**src/rtl/dll_pkg.sv**
```systemverilog
// Shared Data Link Layer types: sequence width, DLLP type codes, Ack/Nak request states.
// Latency: n/a (types and pure functions only).
// Backpressure: n/a.
package dll_pkg;

  localparam int SEQ_W = 12;

  localparam logic [7:0] DLLP_ACK = 8'h00;
  localparam logic [7:0] DLLP_NAK = 8'h10;

  typedef enum logic [1:0] {
    IDLE    = 2'd0,
    REQ_ACK = 2'd1,
    REQ_NAK = 2'd2
  } acknak_state_t;

  // Forward distance from b to a in sequence space; modulo 2**SEQ_W falls out of the width.
  function automatic logic [SEQ_W-1:0] seq_diff(input logic [SEQ_W-1:0] a,
                                                input logic [SEQ_W-1:0] b);
    return a - b;
  endfunction

endpackage

```
**src/rtl/dll_ack_timer.sv**
```systemverilog
// Ack latency timer: counts while run is high, saturates at ACK_LATENCY-1 and flags expiry.
// Latency: expire is combinational from the count; the count reaches ACK_LATENCY-1 after that many run cycles.
// Backpressure: none; the count holds at the limit until clear.
module dll_ack_timer #(
  parameter int ACK_LATENCY = 256,
  parameter int TMR_W       = 9
) (
  input  logic clk,
  input  logic preset,
  input  logic run,
  input  logic clear,
  output logic expire
);

  localparam logic [TMR_W-1:0] LIMIT = TMR_W'(ACK_LATENCY - 1);

  logic [TMR_W-1:0] count;

  // Counter: clear wins, otherwise advance while running until the limit, then hold.
  always_ff @(posedge clk or posedge preset) begin
    if (preset) begin
      count <= '0;
    end else if (clear) begin
      count <= '0;
    end else if (run && (count != LIMIT)) begin
      count <= count + TMR_W'(1);
    end
  end

  assign expire = run && (count == LIMIT);

endmodule

```
**src/rtl/dll_acknak_scheduler.sv**
```systemverilog
// Receive-side Ack/Nak scheduler: classifies each finished TLP, owns NEXT_RCV_SEQ/NAK_SCHEDULED, requests Ack/Nak DLLPs.
// Latency: accept/drop one cycle after tlp_done_i; DLLP request one cycle after the scheduling edge.
// Backpressure: dllp_req_o holds until dllp_gnt_i; events arriving meanwhile are merged (Nak overrides Ack).
module dll_acknak_scheduler #(
  parameter int SEQ_W       = 12,
  parameter int ACK_LATENCY = 256,
  parameter int TMR_W       = 9
) (
  input  logic             clk,
  input  logic             preset,
  input  logic             DL_up,
  input  logic             tlp_done_i,
  input  logic [SEQ_W-1:0] tlp_seq_i,
  input  logic             tlp_lcrc_ok_i,
  output logic             tlp_accept_o,
  output logic             tlp_drop_o,
  output logic             dllp_req_o,
  output logic             dllp_is_nak_o,
  output logic [SEQ_W-1:0] dllp_seq_o,
  input  logic             dllp_gnt_i,
  output logic [SEQ_W-1:0] next_rcv_seq_o,
  output logic             nak_scheduled_o
);

  import dll_pkg::acknak_state_t;
  import dll_pkg::IDLE;
  import dll_pkg::REQ_ACK;
  import dll_pkg::REQ_NAK;
  import dll_pkg::seq_diff;

  // Duplicates are anything up to half the sequence space behind NRS.
  localparam logic [SEQ_W-1:0] HALF = SEQ_W'(1) << (SEQ_W - 1);

  acknak_state_t    state, state_nx;
  logic [SEQ_W-1:0] nrs;
  logic             nak_sched;
  logic             ack_pending;
  logic             nak_evt_q;
  logic             dup_q;

  logic [SEQ_W-1:0] d;
  logic             done_v, is_acc, is_dup, is_bad, nak_evt;
  logic             granted, ack_granted, expire, expire_evt;
  logic             tmr_run, tmr_clear;

  // Classify the TLP presented this cycle and qualify the grant.
  always_comb begin
    d           = seq_diff(nrs, tlp_seq_i);
    done_v      = DL_up && tlp_done_i;
    is_acc      = done_v && tlp_lcrc_ok_i && (d == '0);
    is_dup      = done_v && tlp_lcrc_ok_i && (d != '0) && (d <= HALF);
    is_bad      = done_v && !is_acc && !is_dup;
    nak_evt     = is_bad && !nak_sched;
    granted     = dllp_gnt_i && (state != IDLE);
    ack_granted = granted && (state == REQ_ACK);
    // Expiry in the grant cycle belongs to the Ack being granted, not a new one.
    expire_evt  = expire && !granted;
  end

  // Receive bookkeeping: decision pulses, NRS, NAK_SCHEDULED, ack_pending, scheduling events.
  always_ff @(posedge clk or posedge preset) begin
    if (preset) begin
      tlp_accept_o <= 1'b0;
      tlp_drop_o   <= 1'b0;
      nrs          <= '0;
      nak_sched    <= 1'b0;
      ack_pending  <= 1'b0;
      nak_evt_q    <= 1'b0;
      dup_q        <= 1'b0;
    end else if (!DL_up) begin
      tlp_accept_o <= 1'b0;
      tlp_drop_o   <= 1'b0;
      nrs          <= '0;
      nak_sched    <= 1'b0;
      ack_pending  <= 1'b0;
      nak_evt_q    <= 1'b0;
      dup_q        <= 1'b0;
    end else begin
      tlp_accept_o <= is_acc;
      tlp_drop_o   <= is_dup || is_bad;
      nak_evt_q    <= nak_evt;
      dup_q        <= is_dup;
      if (is_acc) begin
        nrs       <= nrs + SEQ_W'(1);
        nak_sched <= 1'b0;
      end else if (nak_evt) begin
        nak_sched <= 1'b1;
      end
      // A fresh acceptance outranks a concurrent Ack grant: that TLP is still unacknowledged.
      if (is_acc) begin
        ack_pending <= 1'b1;
      end else if (ack_granted) begin
        ack_pending <= 1'b0;
      end
    end
  end

  assign tmr_run   = ack_pending && !nak_sched;
  assign tmr_clear = !DL_up || !ack_pending || granted;

  dll_ack_timer #(
    .ACK_LATENCY (ACK_LATENCY),
    .TMR_W       (TMR_W)
  ) u_ack_timer (
    .clk    (clk),
    .preset (preset),
    .run    (tmr_run),
    .clear  (tmr_clear),
    .expire (expire)
  );

  // Request state register.
  always_ff @(posedge clk or posedge preset) begin
    if (preset) begin
      state <= IDLE;
    end else begin
      state <= state_nx;
    end
  end

  // Request next state and outputs: grant retires the request, Nak overrides, Ack only from idle.
  always_comb begin
    state_nx      = state;
    dllp_req_o    = (state != IDLE);
    dllp_is_nak_o = (state == REQ_NAK);
    if (!DL_up) begin
      state_nx = IDLE;
    end else begin
      if (granted) begin
        state_nx = IDLE;
      end
      if (nak_evt_q) begin
        state_nx = REQ_NAK;
      end else if ((dup_q || expire_evt) && (state_nx == IDLE)) begin
        state_nx = REQ_ACK;
      end
    end
  end

  assign dllp_seq_o      = nrs - SEQ_W'(1);
  assign next_rcv_seq_o  = nrs;
  assign nak_scheduled_o = nak_sched;

endmodule

```
**config.mk**
```make
export PLATFORM = sky130hd
export DESIGN_NAME = dll_acknak_scheduler
export DESIGN_NICKNAME = d
export VERILOG_FILES = /design/src/rtl/dll_pkg.sv /design/src/rtl/dll_ack_timer.sv /design/src/rtl/dll_acknak_scheduler.sv
export SDC_FILE = /design/constraint.sdc
export NUM_CORES = 1
export LEC_CHECK = 0
export ABC_AREA = 0
export CAP_MARGIN = 20
export CORE_MARGIN = 2
export CORE_UTILIZATION = 45
export DETAILED_ROUTE_END_ITERATION = 12
export DONT_BUFFER_PORTS = 1
export GPL_ROUTABILITY_DRIVEN = 0
export SLEW_MARGIN = 10
export SYNTH_ARGS = -nofsm -noshare
export SYNTH_HDL_FRONTEND = slang
export SYNTH_HIERARCHICAL = 1
export SYNTH_SLANG_ARGS = --single-unit
export TNS_END_PERCENT = 100
```
**constraint.sdc**
```tcl
create_clock -name clk -period 6.9 [get_ports clk]
set_input_delay 1.38 -clock clk [delete_from_list [all_inputs] [get_ports clk]]
set_output_delay 1.38 -clock clk [all_outputs]
set_load 0.01 [all_outputs]
```
==> metrics list <==
* Highest Clock Rate: 0.242 GHz
- The total overflow left after global routing is 0.
- In the global route stage, met3 resource usage came out at 0.0612.
- In this run the most used layer during global routing was met2.
- Postcts setup bufs: 0
- Final total negative setup slack: 0 ns
- Via count of the first global-routing pass: 1815
- Number of vias after detailed routing: 1953
- Along the worst hold path, the cell count comes to 1.
- Launch point of the critical path: tlp_seq_i[4]
- Proportion of layout cells with a drive suffix above 1: 0.0985
* Final core occ: 0.486
- In the routed design, unresolved DRC markers number 0.
* Critical path launch point type: primary input
- Entering global routing, the biggest net connects 28 pins.
- Counting both buffers and inverters, the worst setup path holds a total of 1.
* Die area: 5970 µm²
* Worst min-delay path category: register to register
- In this run the core area contains 26 standard-cell rows.
- Chip width: 77.2 µm
- First-pass GRT wire length: 8810 µm
- For this run, global-route usage on met1 was measured as 0.232.
- After synthesis the netlist holds a flip-flop and latch count of 29.
* Register area share after synthesis: 0.301
- By startpoint and endpoint, the worst setup path is classified as primary input to register.
- In this design, the critical path's most frequently occurring cell is sky130_fd_sc_hd__a21oi_2.
- Once the clock tree was built, the resizer swapped 0 gates to a different size.
* Launching point of the worst reg2reg path: next_rcv_seq_o[6]$_DFFE_PP0N_
- Met2 capacity usage during global routing: 0.303
- Critical path required time: 7.10 ns
* Worst slack at placement: 2.48 ns
* Minimum setup slack among reg-to-reg paths: 3.28 ns
- Die Ht: 77.2 µm
- Summed over all cells, the static leakage comes to 1.11 nW.
* Worst-path cell chain: inv_1 > ha_1 > a21oi_2 > nand2_1 > or4_4 > a21oi_2 > nand4_1 > or4b_1 > nor4_1 > mux2i_1
* Launch instance of the worst min-delay path: nak_evt_q$_DFF_PP0_
- For hold timing, the worst endpoint is state[1]$_DFF_PP0_.
- Portion of the clock cycle consumed by the worst path in the final layout: 0.598
- Post-detailed-routing wire length: 5230 µm
- Relative max-transition margin: 0.448
- Distinct cell type count after synthesis: 55
* Final number of setup-violating endpoints: 0
- The net count of the finished layout is 306.
- Level count of the clock H-tree: 2
- In the global route stage, overall resource usage came out at 0.187.
* Buffer levels on the longest clock path: 2
- HPWL after detailed placement: 3960 µm
- Post-synth top flop: sky130_fd_sc_hd__dfrtp_1
* Setup skew after layout: 0.00579 ns
* Run status: finished clean
- Root buffer selected by CTS: sky130_fd_sc_hd__clkbuf_8
- At the pin with the least slew margin, the transition time is 0.827 ns.
- The filler cells instantiated in the layout total 516.
- Largest driver fanout on the critical path: 23
- Clock-pin slew was measured on the worst setup and hold paths at 0.06 ns.
- Once placement finished, the instance area stood at 2400 µm².
- Reg2Reg Capture Point: next_rcv_seq_o[9]$_DFFE_PP0N_
- Counting flops with an async set or reset pin after synthesis yields a share of 1.00.
- On the worst path, the slowest cell contributes a delay of 0.91 ns.
- The worst-case IR drop observed on VDD is 0.0000704 V.
* Hold Buf Count CTS: 0
- Floorplan Core Area: 5140 µm²
- The clock reaches the later pin of the worst-skew pair after 0.29 ns.
* Count of mapped cells out of synthesis: 276
- Vias/cell: 5.68
* TritonCTS Buffers: 5
* Number of port buffers: 0
* Avg Inst Size Synth: 8.74 µm²
* Number of endpoints with negative hold slack in the final report: 0
- After the first detailed-routing iteration, the DRC count stood at 88.
- Antenna fix cells: 0
- STA puts the critical path data arrival time at 4.33 ns.
* Clock tree from TritonCTS: done
- Summing every instance area after synthesis gives 2410 µm².
- Yosys mapped a number of flops with a built-in enable equal to 0.
* CTS sink count: 29
* Kind of cell adding the most delay to the critical path: simple AND/OR/NAND/NOR gates
- Critical Path End Type: register
- Dividing the detail-routed wire length by the instance count gives 15.2 µm.
* Initial DRT Pass Iterations: 5
* Final non-filler cell area: 2500 µm²
* Post-route antenna net violation count: 0
* R2R depth: 9
* Worst Slack Setup Final: 2.77 ns
- Unrepaired setup endpoints after global routing: false
* Starting density of the core: 0.470
- Slowest cell on crit path: sky130_fd_sc_hd__or4b_1
- Minimum period implied by the final worst setup slack: 4.13 ns
- Number of max-slew violations in the final report: 0
- The Yosys step of the flow raised 6 warnings.
- Synthesis produced a netlist with a net count of 309.
- Initial antenna violation count: 0
- 47 I/O pins were placed.
- Max Cap Violations: 0
- Pwr per Cell Area: 144 nW/µm²
- The area growth from synthesis to layout is 3.47%.
[flip-flops by register name (all words and copies together), names as in the netlist]
register and flops:
ack_pending 1, dup_q 1, nak_evt_q 1, nak_scheduled_o 1
next_rcv_seq_o 12, state 2, tlp_accept_o 1, tlp_drop_o 1
u_ack_timer/count 9
[how the worst max path moves through the flow]
stage                                         end  depth (start not counted)
CTS                 next_rcv_seq_o[9]$_DFFE_PP0N_                         10
global route        next_rcv_seq_o[9]$_DFFE_PP0N_                         10
floorplan           next_rcv_seq_o[7]$_DFFE_PP0N_                         12
global placement    next_rcv_seq_o[9]$_DFFE_PP0N_                         10
detailed placement  next_rcv_seq_o[9]$_DFFE_PP0N_                         10
finish              next_rcv_seq_o[9]$_DFFE_PP0N_                         10
[power by group]
| part | switching (mW) | internal, mW |
|---|---|---|
| sequential | 0.00219 | 0.172 |
| clock | 0.0669 | 0.0900 |
| combinational | 0.0181 | 0.0121 |
| total | 0.0871 | 0.274 |
[layout by cell type (no fill, tap or decap), types with 4 or more instances in the layout]
cell type                  netlist  routed
sky130_fd_sc_hd__xor2_1         10      10
sky130_fd_sc_hd__o211ai_1        9       9
sky130_fd_sc_hd__nor3_1          6       6
sky130_fd_sc_hd__nor2_1         18      18
sky130_fd_sc_hd__inv_1          22      22
sky130_fd_sc_hd__nand2_1        22      22
sky130_fd_sc_hd__o31ai_1        11      11
sky130_fd_sc_hd__mux2i_1         5       5
sky130_fd_sc_hd__ha_1           15      15
sky130_fd_sc_hd__dfrtp_1        29      29
sky130_fd_sc_hd__o21ai_0        13      13
sky130_fd_sc_hd__xnor2_1         7       7
sky130_fd_sc_hd__nand3_1        13      13
sky130_fd_sc_hd__or3_1           6       6
sky130_fd_sc_hd__nand2b_1        7       7
sky130_fd_sc_hd__clkbuf_8        3       7
sky130_fd_sc_hd__nor2b_1         4       4
sky130_fd_sc_hd__a21oi_1        15      15
sky130_fd_sc_hd__or4_1           5       5
[layout make-up]
| type | instances | area (µm²) | area share |
|---|---|---|---|
| sequential | 29 | 726 | 0.291 |
| multi-input combinational | 215 | 1500 | 0.601 |
| tap | 70 | 87.6 | 0.0351 |
| inverter | 22 | 82.6 | 0.0331 |
| clock inverter | 1 | 5.00 | 0.00200 |
| clock buffer | 7 | 96.3 | 0.0386 |
[cells by family (layout without fill, tap and decap cells)]
group | after synthesis | after routing | share of synthesized area
multiplexers | 5 | 5 | 0.0207
flip-flops | 29 | 29 | 0.301
AND/OR/NAND/NOR | 110 | 110 | 0.263
buffers and inverters | 32 | 30 | 0.0778
XOR/XNOR | 17 | 17 | 0.0617
adder cells (fa/ha/maj) | 15 | 15 | 0.0778
AO/OA/AOI/OAI | 68 | 68 | 0.198
[worst register-to-register path: cells and delay by family (launching register included)]
kind            cells  cell delay [ns]
compound gates      3             0.52
flops               1             0.62
fa+ha+maj           1             0.41
mux                 1             0.23
xor+xnor            1             0.24
simple gates        3             1.52
[Yosys cell counts, drive strengths merged, types with 4 or more instances]
cell type | number | area [µm²]
dfrtp | 29 | 726
inv | 22 | 82.6
nand2 | 22 | 82.6
nor2 | 20 | 80.1
a21oi | 18 | 101
ha | 15 | 188
o21ai | 15 | 75.1
nand3 | 13 | 65.1
o31ai | 11 | 82.6
xor2 | 10 | 87.6
nand2b | 9 | 71.3
o211ai | 9 | 67.6
or3 | 7 | 45.1
xnor2 | 7 | 61.3
nor3 | 6 | 30.0
or4 | 6 | 48.8
and2 | 5 | 35.0
clkbuf | 5 | 48.8
mux2i | 5 | 50.1
buf | 4 | 23.8
nor2b | 4 | 25.0
[metrics by stage]
stage / total power [mW] / hold slack (ns) / cells
global route: 0.378 / 0.516 / 344
finish: 0.361 / 0.493 / 344
detailed placement: 0.207 / 0.481 / 336
floorplan: 0.203 / 0.456 / 276
CTS: 0.365 / 0.496 / 344
global placement: 0.207 / 0.481 / 336
[per-layer routing]
metal,vias to the layer above,share of wire
met5,-,0
met4,0,0.015
met3,7,0.066
met2,48,0.47
met1,905,0.45
li1,993,-
Note: power is estimated with default switching activity, not from simulation.
